===== config.mk =====
export PLATFORM = sky130hd
export DESIGN_NAME = dependancy_scoreboard
export DESIGN_NICKNAME = d
export VERILOG_FILES = /design/src/rtl/dependancy_pkg.sv /design/src/rtl/first_free_encoder.sv /design/src/rtl/dependancy_scoreboard.sv
export SDC_FILE = /design/constraint.sdc
export NUM_CORES = 1
export LEC_CHECK = 0
export ABC_AREA = 1
export CORE_UTILIZATION = 23
export CTS_CLUSTER_DIAMETER = 200
export DETAILED_ROUTE_END_ITERATION = 12
export GPL_ROUTABILITY_DRIVEN = 1
export SYNTH_ARGS = -nofsm -noshare
export SYNTH_HDL_FRONTEND = slang
export SYNTH_SLANG_ARGS = --single-unit

===== constraint.sdc =====
create_clock -name main_clk -period 9.6 [get_ports main_clk]
set_input_delay 1.44 -clock main_clk [delete_from_list [all_inputs] [get_ports main_clk]]
set_output_delay 1.44 -clock main_clk [all_outputs]
set_load 0.1 [all_outputs]

===== src/rtl/dependancy_pkg.sv =====
// Shared definitions for the dependency tracking blocks.
//   REG_COUNT      : architectural registers tracked per mask (bit 16 = hidden register)
//   SP_*           : bit positions inside the 3-bit special mask
//   dep_masks_t    : read / write / special masks carried by one instruction
package dependancy_pkg;

    localparam int REG_COUNT = 17;
    localparam int SP_COUNT  = 3;

    localparam int SP_JUMP  = 0;
    localparam int SP_MEMRD = 1;
    localparam int SP_MEMWR = 2;

    typedef struct packed {
        logic [REG_COUNT-1:0] rd;
        logic [REG_COUNT-1:0] wr;
        logic [SP_COUNT-1:0]  sp;
    } dep_masks_t;

endpackage


===== src/rtl/first_free_encoder.sv =====
// Priority encoder that finds the lowest-index free slot.
//   busy      in  N   occupied-slot mask
//   free_idx  out W   lowest index whose busy bit is 0 (0 when none is free)
//   any_free  out 1   at least one slot is free
module first_free_encoder #(
    parameter int N = 8,
    parameter int W = $clog2(N)
) (
    input  logic [N-1:0] busy,
    output logic [W-1:0] free_idx,
    output logic         any_free
);

    // Scan from the top down so the lowest free index is the last one written.
    always_comb begin
        free_idx = '0;
        any_free = 1'b0;
        for (int i = N - 1; i >= 0; i--) begin
            if (!busy[i]) begin
                free_idx = W'(i);
                any_free = 1'b1;
            end
        end
    end

endmodule


===== src/rtl/dependancy_scoreboard.sv =====
// In-flight instruction scoreboard. Accepts a decoded instruction only when it
// has no register or memory/jump hazard against any occupied slot, and frees
// slots when execution retires them by index.
//   main_clk, main_rst_n             clock, asynchronous active-low reset
//   new_valid/new_read/new_write/new_special   candidate instruction and its masks
//   issue_fire, issue_slot           accept strobe and allocated slot (same cycle)
//   retire_valid, retire_slot        free one slot
//   flush                            discard every in-flight slot
//   busy_mask, occupancy, full, empty  slot status
//   retire_error                     sticky: an unoccupied slot was retired
module dependancy_scoreboard
    import dependancy_pkg::*;
#(
    parameter int SLOTS  = 8,
    parameter int SLOT_W = $clog2(SLOTS)
) (
    input  logic                 main_clk,
    input  logic                 main_rst_n,
    input  logic                 new_valid,
    input  logic [REG_COUNT-1:0] new_read,
    input  logic [REG_COUNT-1:0] new_write,
    input  logic [SP_COUNT-1:0]  new_special,
    output logic                 issue_fire,
    output logic [SLOT_W-1:0]    issue_slot,
    input  logic                 retire_valid,
    input  logic [SLOT_W-1:0]    retire_slot,
    input  logic                 flush,
    output logic [SLOTS-1:0]     busy_mask,
    output logic [SLOT_W:0]      occupancy,
    output logic                 full,
    output logic                 empty,
    output logic                 retire_error
);

    localparam int OCC_W = SLOT_W + 1;

    logic [SLOTS-1:0] busy_reg;
    dep_masks_t       masks_reg [SLOTS];
    logic             retire_error_reg;

    dep_masks_t       pend;
    dep_masks_t       new_masks;
    logic [OCC_W-1:0] occ_count;
    logic             any_free;
    logic             hazard;
    logic             jump_blocked;
    logic             mem_blocked;
    logic [SLOTS-1:0] issue_hit;
    logic [SLOTS-1:0] retire_hit;

    assign new_masks = '{rd: new_read, wr: new_write, sp: new_special};

    // Pending aggregates over occupied slots. Freed slots hold zero masks,
    // the busy gate just keeps the aggregate honest independent of that.
    always_comb begin
        pend = '0;
        for (int i = 0; i < SLOTS; i++) begin
            if (busy_reg[i]) begin
                pend = dep_masks_t'(pend | masks_reg[i]);
            end
        end
    end

    always_comb begin
        occ_count = '0;
        for (int i = 0; i < SLOTS; i++) begin
            occ_count = occ_count + OCC_W'(busy_reg[i]);
        end
    end

    first_free_encoder #(
        .N (SLOTS),
        .W (SLOT_W)
    ) u_first_free (
        .busy     (busy_reg),
        .free_idx (issue_slot),
        .any_free (any_free)
    );

    // A pending jump blocks everything; a new jump needs an empty scoreboard.
    assign jump_blocked = pend.sp[SP_JUMP]
                        | (new_special[SP_JUMP] & (occ_count != '0));

    // Reads may pass reads, but nothing passes a pending memory write and a
    // memory write may not pass any pending memory access.
    assign mem_blocked  = (new_special[SP_MEMRD] & pend.sp[SP_MEMWR])
                        | (new_special[SP_MEMWR] & (pend.sp[SP_MEMWR] | pend.sp[SP_MEMRD]));

    assign hazard = (|(new_read  & pend.wr))
                  | (|(new_write & pend.rd))
                  | (|(new_write & pend.wr))
                  | jump_blocked
                  | mem_blocked;

    // Gated by reset so nothing is accepted while the scoreboard is held clear.
    assign issue_fire = main_rst_n & new_valid & ~hazard & any_free & ~flush;

    generate
        for (genvar gi = 0; gi < SLOTS; gi++) begin : g_slot_sel
            assign issue_hit[gi]  = issue_fire   && (issue_slot  == SLOT_W'(gi));
            assign retire_hit[gi] = retire_valid && (retire_slot == SLOT_W'(gi));
        end
    endgenerate

    // Issue and retire never collide: the issue slot is always a free one.
    always_ff @(posedge main_clk or negedge main_rst_n) begin
        if (!main_rst_n) begin
            busy_reg <= '0;
            for (int i = 0; i < SLOTS; i++) begin
                masks_reg[i] <= '0;
            end
        end else if (flush) begin
            busy_reg <= '0;
            for (int i = 0; i < SLOTS; i++) begin
                masks_reg[i] <= '0;
            end
        end else begin
            for (int i = 0; i < SLOTS; i++) begin
                if (issue_hit[i]) begin
                    busy_reg[i]  <= 1'b1;
                    masks_reg[i] <= new_masks;
                end else if (retire_hit[i] && busy_reg[i]) begin
                    busy_reg[i]  <= 1'b0;
                    masks_reg[i] <= '0;
                end
            end
        end
    end

    // Sticky until reset; a retire swallowed by a flush is not an error.
    always_ff @(posedge main_clk or negedge main_rst_n) begin
        if (!main_rst_n) begin
            retire_error_reg <= 1'b0;
        end else if (retire_valid && !flush && !busy_reg[retire_slot]) begin
            retire_error_reg <= 1'b1;
        end
    end

    assign busy_mask    = busy_reg;
    assign occupancy    = occ_count;
    assign full         = (occ_count == OCC_W'(SLOTS));
    assign empty        = (occ_count == '0);
    assign retire_error = retire_error_reg;

endmodule

* Yosys cells after proc, flatten, opt, wreduce, memory -nomap -nowiden
Cells that the tools add are included.
** Cells by class
- Reduce and logical (&&, ||, !) cells :: 43
- $add $sub $neg :: 7
- Muxes and demuxes :: 60
- Bitwise operators :: 26
- Magnitude comparators :: 1
- Eq/ne operators :: 15
** Operators with widths (count)
- two-way mux 37 bit :: 24
- two-way mux 296 bit :: 1
- OR 37 bit :: 7
- AND 17 bit :: 3
- OR reduction 17 bit :: 3
- logical AND 1 bit :: 26
- two-way mux 1 bit :: 25
- equality test 3 bit, second input constant :: 8
- two-way mux 3 bit :: 8
- nonzero test 3 bit :: 8
- adder 4 x 1 -> 4 bit :: 4
- equality test 3 x 2 -> 1 bit, second input constant :: 4
- two-way mux 8 bit :: 1
- AND 1 bit :: 7
- OR 1 bit :: 7
- equality test 3 x 1 -> 1 bit, second input constant :: 2
- logical NOT 3 bit :: 2
- adder 3 x 1 -> 4 bit :: 1
- equality test 4 bit, second input constant :: 1
- logical NOT 4 bit :: 1
- less-than comparator 3 x 4 -> 1 bit, second input constant :: 1
- nonzero test 4 bit :: 1
- adder 2 x 1 -> 3 bit :: 1
- binary-select mux 1 bit (select 3 bit) :: 1
- 3 further kinds :: 5
** Word-level totals
- Bits in registers :: 305
- Output and inout bits :: 19
- Input bits :: 45

* Depth between registers and ports, before layout
- Depth after elaboration :: 28
- Mapped depth :: 23
- Gate-level depth less buffers :: 20

* Cells and area by module
Synthesis repeated with hierarchy kept, for this count alone.
** Second synthesis, totals
- Cell total of the unflattened synthesis :: 2208
- Area total of the unflattened synthesis :: 15917.8 µm²
** By module, submodules not included
- dependancy_scoreboard :: cells each 2190, times used 1, area an instance 15838.9 µm²
- first_free_encoder :: cells each 18, times used 1, area an instance 78.8 µm²

* Worst setup path after synthesis
No wires, ideal clock.
- Path type :: reg-to-output
- Start point :: register busy_reg[0] (netlist: busy_mask[0])
- End point :: output port full
- Buffers on the path :: 0
- Path slack :: 1.501 ns
- Arrival :: 6.659 ns
- Required time :: 8.160 ns
- Stages on the path, launching flop included :: 12
- Cell sequence :: dfrtp_1 -> fa_1 -> inv_1 -> fa_1 -> fa_1 -> inv_1 -> ha_1 -> inv_1 -> fa_1 -> xor2_1 -> inv_1 -> nor4_1
** Between the ends
- Cells in the longest elaborated chain, start to end :: 8
** Ends and longest elaborated chain
- start: declaration :: line dependancy_scoreboard.sv:37 : logic [SLOTS-1:0] busy_reg;
- start signal: assignment :: line dependancy_scoreboard.sv:108 : busy_reg <= '0;
- start signal: assignment :: line dependancy_scoreboard.sv:113 : busy_reg <= '0;
- start signal: indexed assignment :: line dependancy_scoreboard.sv:120 : busy_reg[i] <= 1'b1;
- adder 1 x 1 -> 2 bit :: line dependancy_scoreboard.sv:67 : occ_count = occ_count + OCC_W'(busy_reg[i]);
- adder 2 x 1 -> 3 bit :: line dependancy_scoreboard.sv:67
- adder 3 x 1 -> 4 bit :: line dependancy_scoreboard.sv:67
- adder 4 x 1 -> 4 bit (4 in a row) :: line dependancy_scoreboard.sv:67
- via occupancy[2] :: line dependancy_scoreboard.sv:29 : output logic [SLOT_W:0] occupancy,
- equality test 4 bit :: line dependancy_scoreboard.sv:141 : assign full = (occ_count == OCC_W'(SLOTS));
- end: declaration :: line dependancy_scoreboard.sv:30 : output logic full,
The timed path passes the listed nets, and every way through them passes these cells.

* Final worst setup path
- Start point :: register busy_reg[3] (netlist: busy_mask[3])
- End point :: output port issue_fire
** Between the ends
- Cells in the longest elaborated chain, start to end :: 19
- Elaborated cells on any way between the ends :: 39
- Those cells by class :: add/sub (5); mux (9); bitwise (21); reduce/logical (4)
** Ends and longest elaborated chain
- branches (longest 17 deep; another with adder 3 x 1 -> 4 bit)
- AND 1 bit (*) (2 in a row) :: line dependancy_scoreboard.sv:96 : assign issue_fire = main_rst_n & new_valid & ~hazard & any_free & ~flush;
- end: declaration :: line dependancy_scoreboard.sv:23 : output logic issue_fire,
Mark *: on every way between the ends.

==> impl_metrics.prom <==
# TYPE chip_impl_metric gauge
chip_impl_metric{name="ff_latch_area",unit="µm²"} 7640
chip_impl_metric{name="via_count",unit=""} 14649
chip_impl_metric{name="clk_latency",unit="ns"} 0.55
chip_impl_metric{name="detailedPlacementHpwl",unit="µm"} 33000
chip_impl_metric{name="final-max-slew-violation-count",unit=""} 0
chip_impl_info{name="cp_slowest_cell",value="clkdlybuf4s50_1"} 1
chip_impl_info{name="synth_largest_area_cell",value="dfrtp_1"} 1
chip_impl_info{name="cts.root.buffer_cell",value="clkbuf_16"} 1
chip_impl_info{name="startpoint_class",value="flip-flop"} 1
chip_impl_info{name="rsz0062_at_grt",value="false"} 1
chip_impl_metric{name="netSwitchingPower",unit="µW"} 907
chip_impl_metric{name="detail_route.wl_per_cell",unit="µm"} 18.3
chip_impl_metric{name="fillCellCount",unit=""} 7569
chip_impl_metric{name="slew_limit_headroom",unit="%"} 16.7
chip_impl_metric{name="finalWeightedCongestion",unit=""} 0.938
chip_impl_metric{name="multi_input_comb_area",unit="µm²"} 7400
chip_impl_metric{name="report.final.hold_viol_count",unit=""} 0
chip_impl_info{name="result_of_the_run",value="complete, no violations"} 1
chip_impl_metric{name="floorplan_die_width",unit="µm"} 267
chip_impl_metric{name="die_y",unit="µm"} 267
chip_impl_metric{name="required",unit="ns"} 8.16
chip_impl_metric{name="rows",unit=""} 96
chip_impl_metric{name="number_of_placed_i_o_pins",unit=""} 64
chip_impl_metric{name="skew",unit="ns"} 0.0194
chip_impl_metric{name="clock_edge_transition_at_the_registers_on_the_reported_setup_and_hold_paths",unit="ns"} 0.07
chip_impl_metric{name="number_of_buffers_on_the_longest_clock_path",unit=""} 3
chip_impl_info{name="worstHoldPathType",value="reg -> reg"} 1
chip_impl_metric{name="max_freq",unit="MHz"} 132
chip_impl_metric{name="start_util",unit="%"} 23.4
chip_impl_metric{name="h-tree-depth",unit=""} 2
chip_impl_metric{name="place.port_buffers",unit=""} 63
chip_impl_metric{name="power_density",unit="nW/µm²"} 168
chip_impl_metric{name="internal-power",unit="mW"} 2.19
chip_impl_metric{name="antennaDiodeCount",unit=""} 0
chip_impl_info{name="synth_flop_cell",value="dfrtp_1"} 1
chip_impl_metric{name="peakVddDrop",unit="mV"} 0.122
chip_impl_info{name="ordered_cell_list_for_the_critical_path",value="buf_4 -> fa_1 -> inv_1 -> fa_1 -> fa_1 -> inv_1 -> ha_1 -> inv_1 -> fa_1 -> inv_1 -> nor2_1 -> nand3_1 -> nand2_1 -> nand4_1 -> nor4_1 -> nand2_1 -> nor2_1 -> clkdlybuf4s50_1"} 1
chip_impl_metric{name="worst-r2r-cell-count",unit=""} 20
chip_impl_metric{name="setup_violations",unit=""} 0
chip_impl_metric{name="area_growth",unit="%"} 14.0
chip_impl_metric{name="finalWirelength",unit="µm"} 56500
chip_impl_metric{name="route.detailed.vias_per_inst",unit=""} 4.74
chip_impl_info{name="critical_path_class",value="reg -> out"} 1
chip_impl_metric{name="ant_nets",unit=""} 0
chip_impl_metric{name="async_flop_share",unit="%"} 100
chip_impl_info{name="regToRegEndpoint",value="masks_reg[60]$_DFFE_PN0P_"} 1
chip_impl_metric{name="design.die.area",unit="µm²"} 71200
chip_impl_metric{name="worstMarginPinSlew",unit="ns"} 1.25
chip_impl_metric{name="cts_hold_repair.buffers",unit=""} 0
chip_impl_metric{name="grt_pass1_wl",unit="µm"} 88300
chip_impl_metric{name="yosysWarningCount",unit=""} 0
chip_impl_metric{name="synthDominantCellAreaShare",unit="%"} 47.3
chip_impl_metric{name="synth_seq_area_share",unit="%"} 47.3
chip_impl_info{name="worst_hold_startpoint",value="masks_reg[283]$_DFFE_PN0P_"} 1
chip_impl_metric{name="final_nets",unit=""} 2187
chip_impl_metric{name="timing.critical_path.slowest_cell_delay",unit="ns"} 1.22
chip_impl_info{name="worst_hold_path.endpoint",value="masks_reg[283]$_DFFE_PN0P_"} 1
chip_impl_metric{name="grt_max_degree",unit=""} 247
chip_impl_info{name="critical-path-top-delay-family",value="adder cells"} 1
chip_impl_metric{name="post_cts.resized_instances",unit=""} 0
chip_impl_metric{name="comb_power_share",unit="%"} 13.4
chip_impl_metric{name="power",unit="mW"} 3.09
chip_impl_metric{name="cellLeakagePower",unit="nW"} 9.84
chip_impl_metric{name="post-route-drc-count",unit=""} 0
chip_impl_metric{name="power_frac_clock",unit="%"} 43.7
chip_impl_metric{name="final_min_period_over_clock_period",unit="%"} 78.8
chip_impl_metric{name="net_count_after_synthesis",unit=""} 2261
chip_impl_metric{name="critPathArrivalTime",unit="ns"} 6.13
chip_impl_info{name="cts_tree",value="built"} 1
chip_impl_metric{name="avgSynthCellArea",unit="µm²"} 7.30
chip_impl_metric{name="drt-pass1-iter-count",unit=""} 5
chip_impl_metric{name="cts.sink_count",unit=""} 305
chip_impl_metric{name="drive_gt1_share",unit="%"} 5.65
chip_impl_metric{name="worst-path-max-fanout",unit=""} 44
chip_impl_metric{name="switching_share",unit="%"} 29.3
chip_impl_info{name="synthTopCellsByArea",value="dfrtp_1, nand2_1, nand3_1"} 1
chip_impl_metric{name="synthesis.instances",unit=""} 2209
chip_impl_metric{name="coreArea",unit="µm²"} 68900
chip_impl_metric{name="synth.cell_area",unit="µm²"} 16100
chip_impl_info{name="yosysMostFrequentCell",value="nand2_1"} 1
chip_impl_info{name="synth_top_cells_by_count",value="nand2_1, nand3_1, dfrtp_1"} 1
chip_impl_metric{name="p_seq_share",unit="%"} 43.0
chip_impl_metric{name="overflow",unit=""} 0
chip_impl_metric{name="post-route-min-period",unit="ns"} 7.57
chip_impl_info{name="crit_path_end_kind",value="output pin"} 1
chip_impl_metric{name="first_global_vias",unit=""} 14169
chip_impl_metric{name="postSynthRegisterBits",unit=""} 305
chip_impl_metric{name="synth.distinct_cells",unit=""} 26
chip_impl_metric{name="reg2reg_setup_slack",unit="ns"} 3.78
chip_impl_metric{name="cp_num_buf_inv",unit=""} 6
chip_impl_metric{name="tritoncts.num_buffers",unit=""} 36
chip_impl_metric{name="timing.setup.tns",unit="ns"} 0
chip_impl_metric{name="hold_path_depth",unit=""} 2
chip_impl_metric{name="number_of_antenna_violations_at_the_first_check_in_global_routing",unit=""} 0
chip_impl_metric{name="drt_iter0_drc",unit=""} 1585
chip_impl_info{name="rr_startpoint",value="busy_mask[3]$_DFFE_PN0P_"} 1
chip_impl_metric{name="largest_register_ffs",unit=""} 296
chip_impl_metric{name="cap_violations",unit=""} 0
chip_impl_metric{name="synth_enable_flop_cells",unit=""} 0
chip_impl_metric{name="post_cts.repair.setup_buffers",unit=""} 0
chip_impl_metric{name="track_usage",unit="%"} 16.0
==> cells by family after synthesis <==
kind of cell               after synthesis  synth area share [%]
and+or+nand+nor                       1630                  43.1
DFF                                    305                  47.3
buffers and inverters                  247                  8.03
AOI/OAI and AO/OA                       19                 0.714
adders and majority gates                7                 0.730
xor gates and xnor gates                 1                0.0543
==> layout make-up <==
type | instances | area share (%)
clock buffer | 54 | 5.77
timing repair buffer | 90 | 4.63
clock inverter | 10 | 0.463
tap | 931 | 6.34
multi-input combinational | 1657 | 40.3
sequential | 305 | 41.6
inverter | 45 | 0.919
==> worst reg2reg max path: cells and delay by family (launching register included) <==
family	cells	cell delay, ns
adder cells (fa/ha/maj)	5	2.07
buffers and inverters	5	0.76
flip-flops	1	0.34
AND/OR/NAND/NOR	10	2.52
==> per-layer routing <==
metal	vias to the layer above	global-route usage (%)	share of wire, %
li1	6991	-	-
met1	7026	21.4	43
met2	543	26.2	47
met3	89	2.68	7.0
met4	0	5.44	2.8
met5	-	0	0
==> power by group through the flow <==
stage	Combinational, mW	Sequential (mW)	Clock [mW]
after global routing	0.443	1.33	1.42
after global placement	0.411	1.35	0
after CTS	0.412	1.33	1.37
after floorplan	0.256	1.36	0
final	0.413	1.33	1.35
after detailed placement	0.412	1.35	0
==> how the worst max path moves through the flow <==
stage	start	to	slack, ns	cells past startpoint
after floorplan	busy_mask[0]$_DFFE_PN0P_	full	1.50	11
after global placement	busy_mask[3]$_DFFE_PN0P_	issue_fire	2.57	18
after detailed placement	busy_mask[3]$_DFFE_PN0P_	issue_fire	2.62	18
after CTS	busy_mask[3]$_DFFE_PN0P_	issue_fire	2.00	18
after global routing	busy_mask[3]$_DFFE_PN0P_	issue_fire	1.84	18
final	busy_mask[3]$_DFFE_PN0P_	issue_fire	2.03	18
==> placed cells by master, fill, tap and decap left out, types with 2 or more instances in the layout <==
cell type        netlist  routed
a21oi_1                3       3
a31oi_4                0       7
buf_4                 22      26
clkbuf_1              75      10
clkbuf_16              0      37
clkbuf_8               0       7
clkdlybuf4s50_1        0      62
clkinv_2               0       6
dfrtp_1              305     297
dfrtp_2                0       8
fa_1                   4       4
ha_1                   3       3
inv_1                 42      42
inv_2                  3       3
inv_6                  0       2
nand2_1              886     886
nand3_1              612     604
nand3_2                0       8
nand4_1               15      15
nor2_1               104      96
nor2_2                 4       4
nor2_4                 1       9
nor3_1                 5       5
nor4_1                 2       2
o21ai_0                2       2
o21ai_1                3       3
o41ai_1                2       2
==> stage by stage <==
step | setup WS (ns) | hold slack [ns] | utilization [%] | instances | cell area (µm²)
2_1_floorplan | 1.50 | 0.469 | - | 2209 | 16100
3_3_place_gp | 2.57 | 0.481 | 25.0 | 3028 | 17200
3_5_place_dp | 2.62 | 0.487 | 25.0 | 3028 | 17200
4_1_cts | 2.00 | 0.500 | 26.6 | 3092 | 18400
5_1_grt | 1.84 | 0.514 | 26.6 | 3092 | 18400
6_report | 2.03 | 0.495 | 26.6 | 3092 | 18400
No activity file was read; power rests on OpenSTA's default activity.
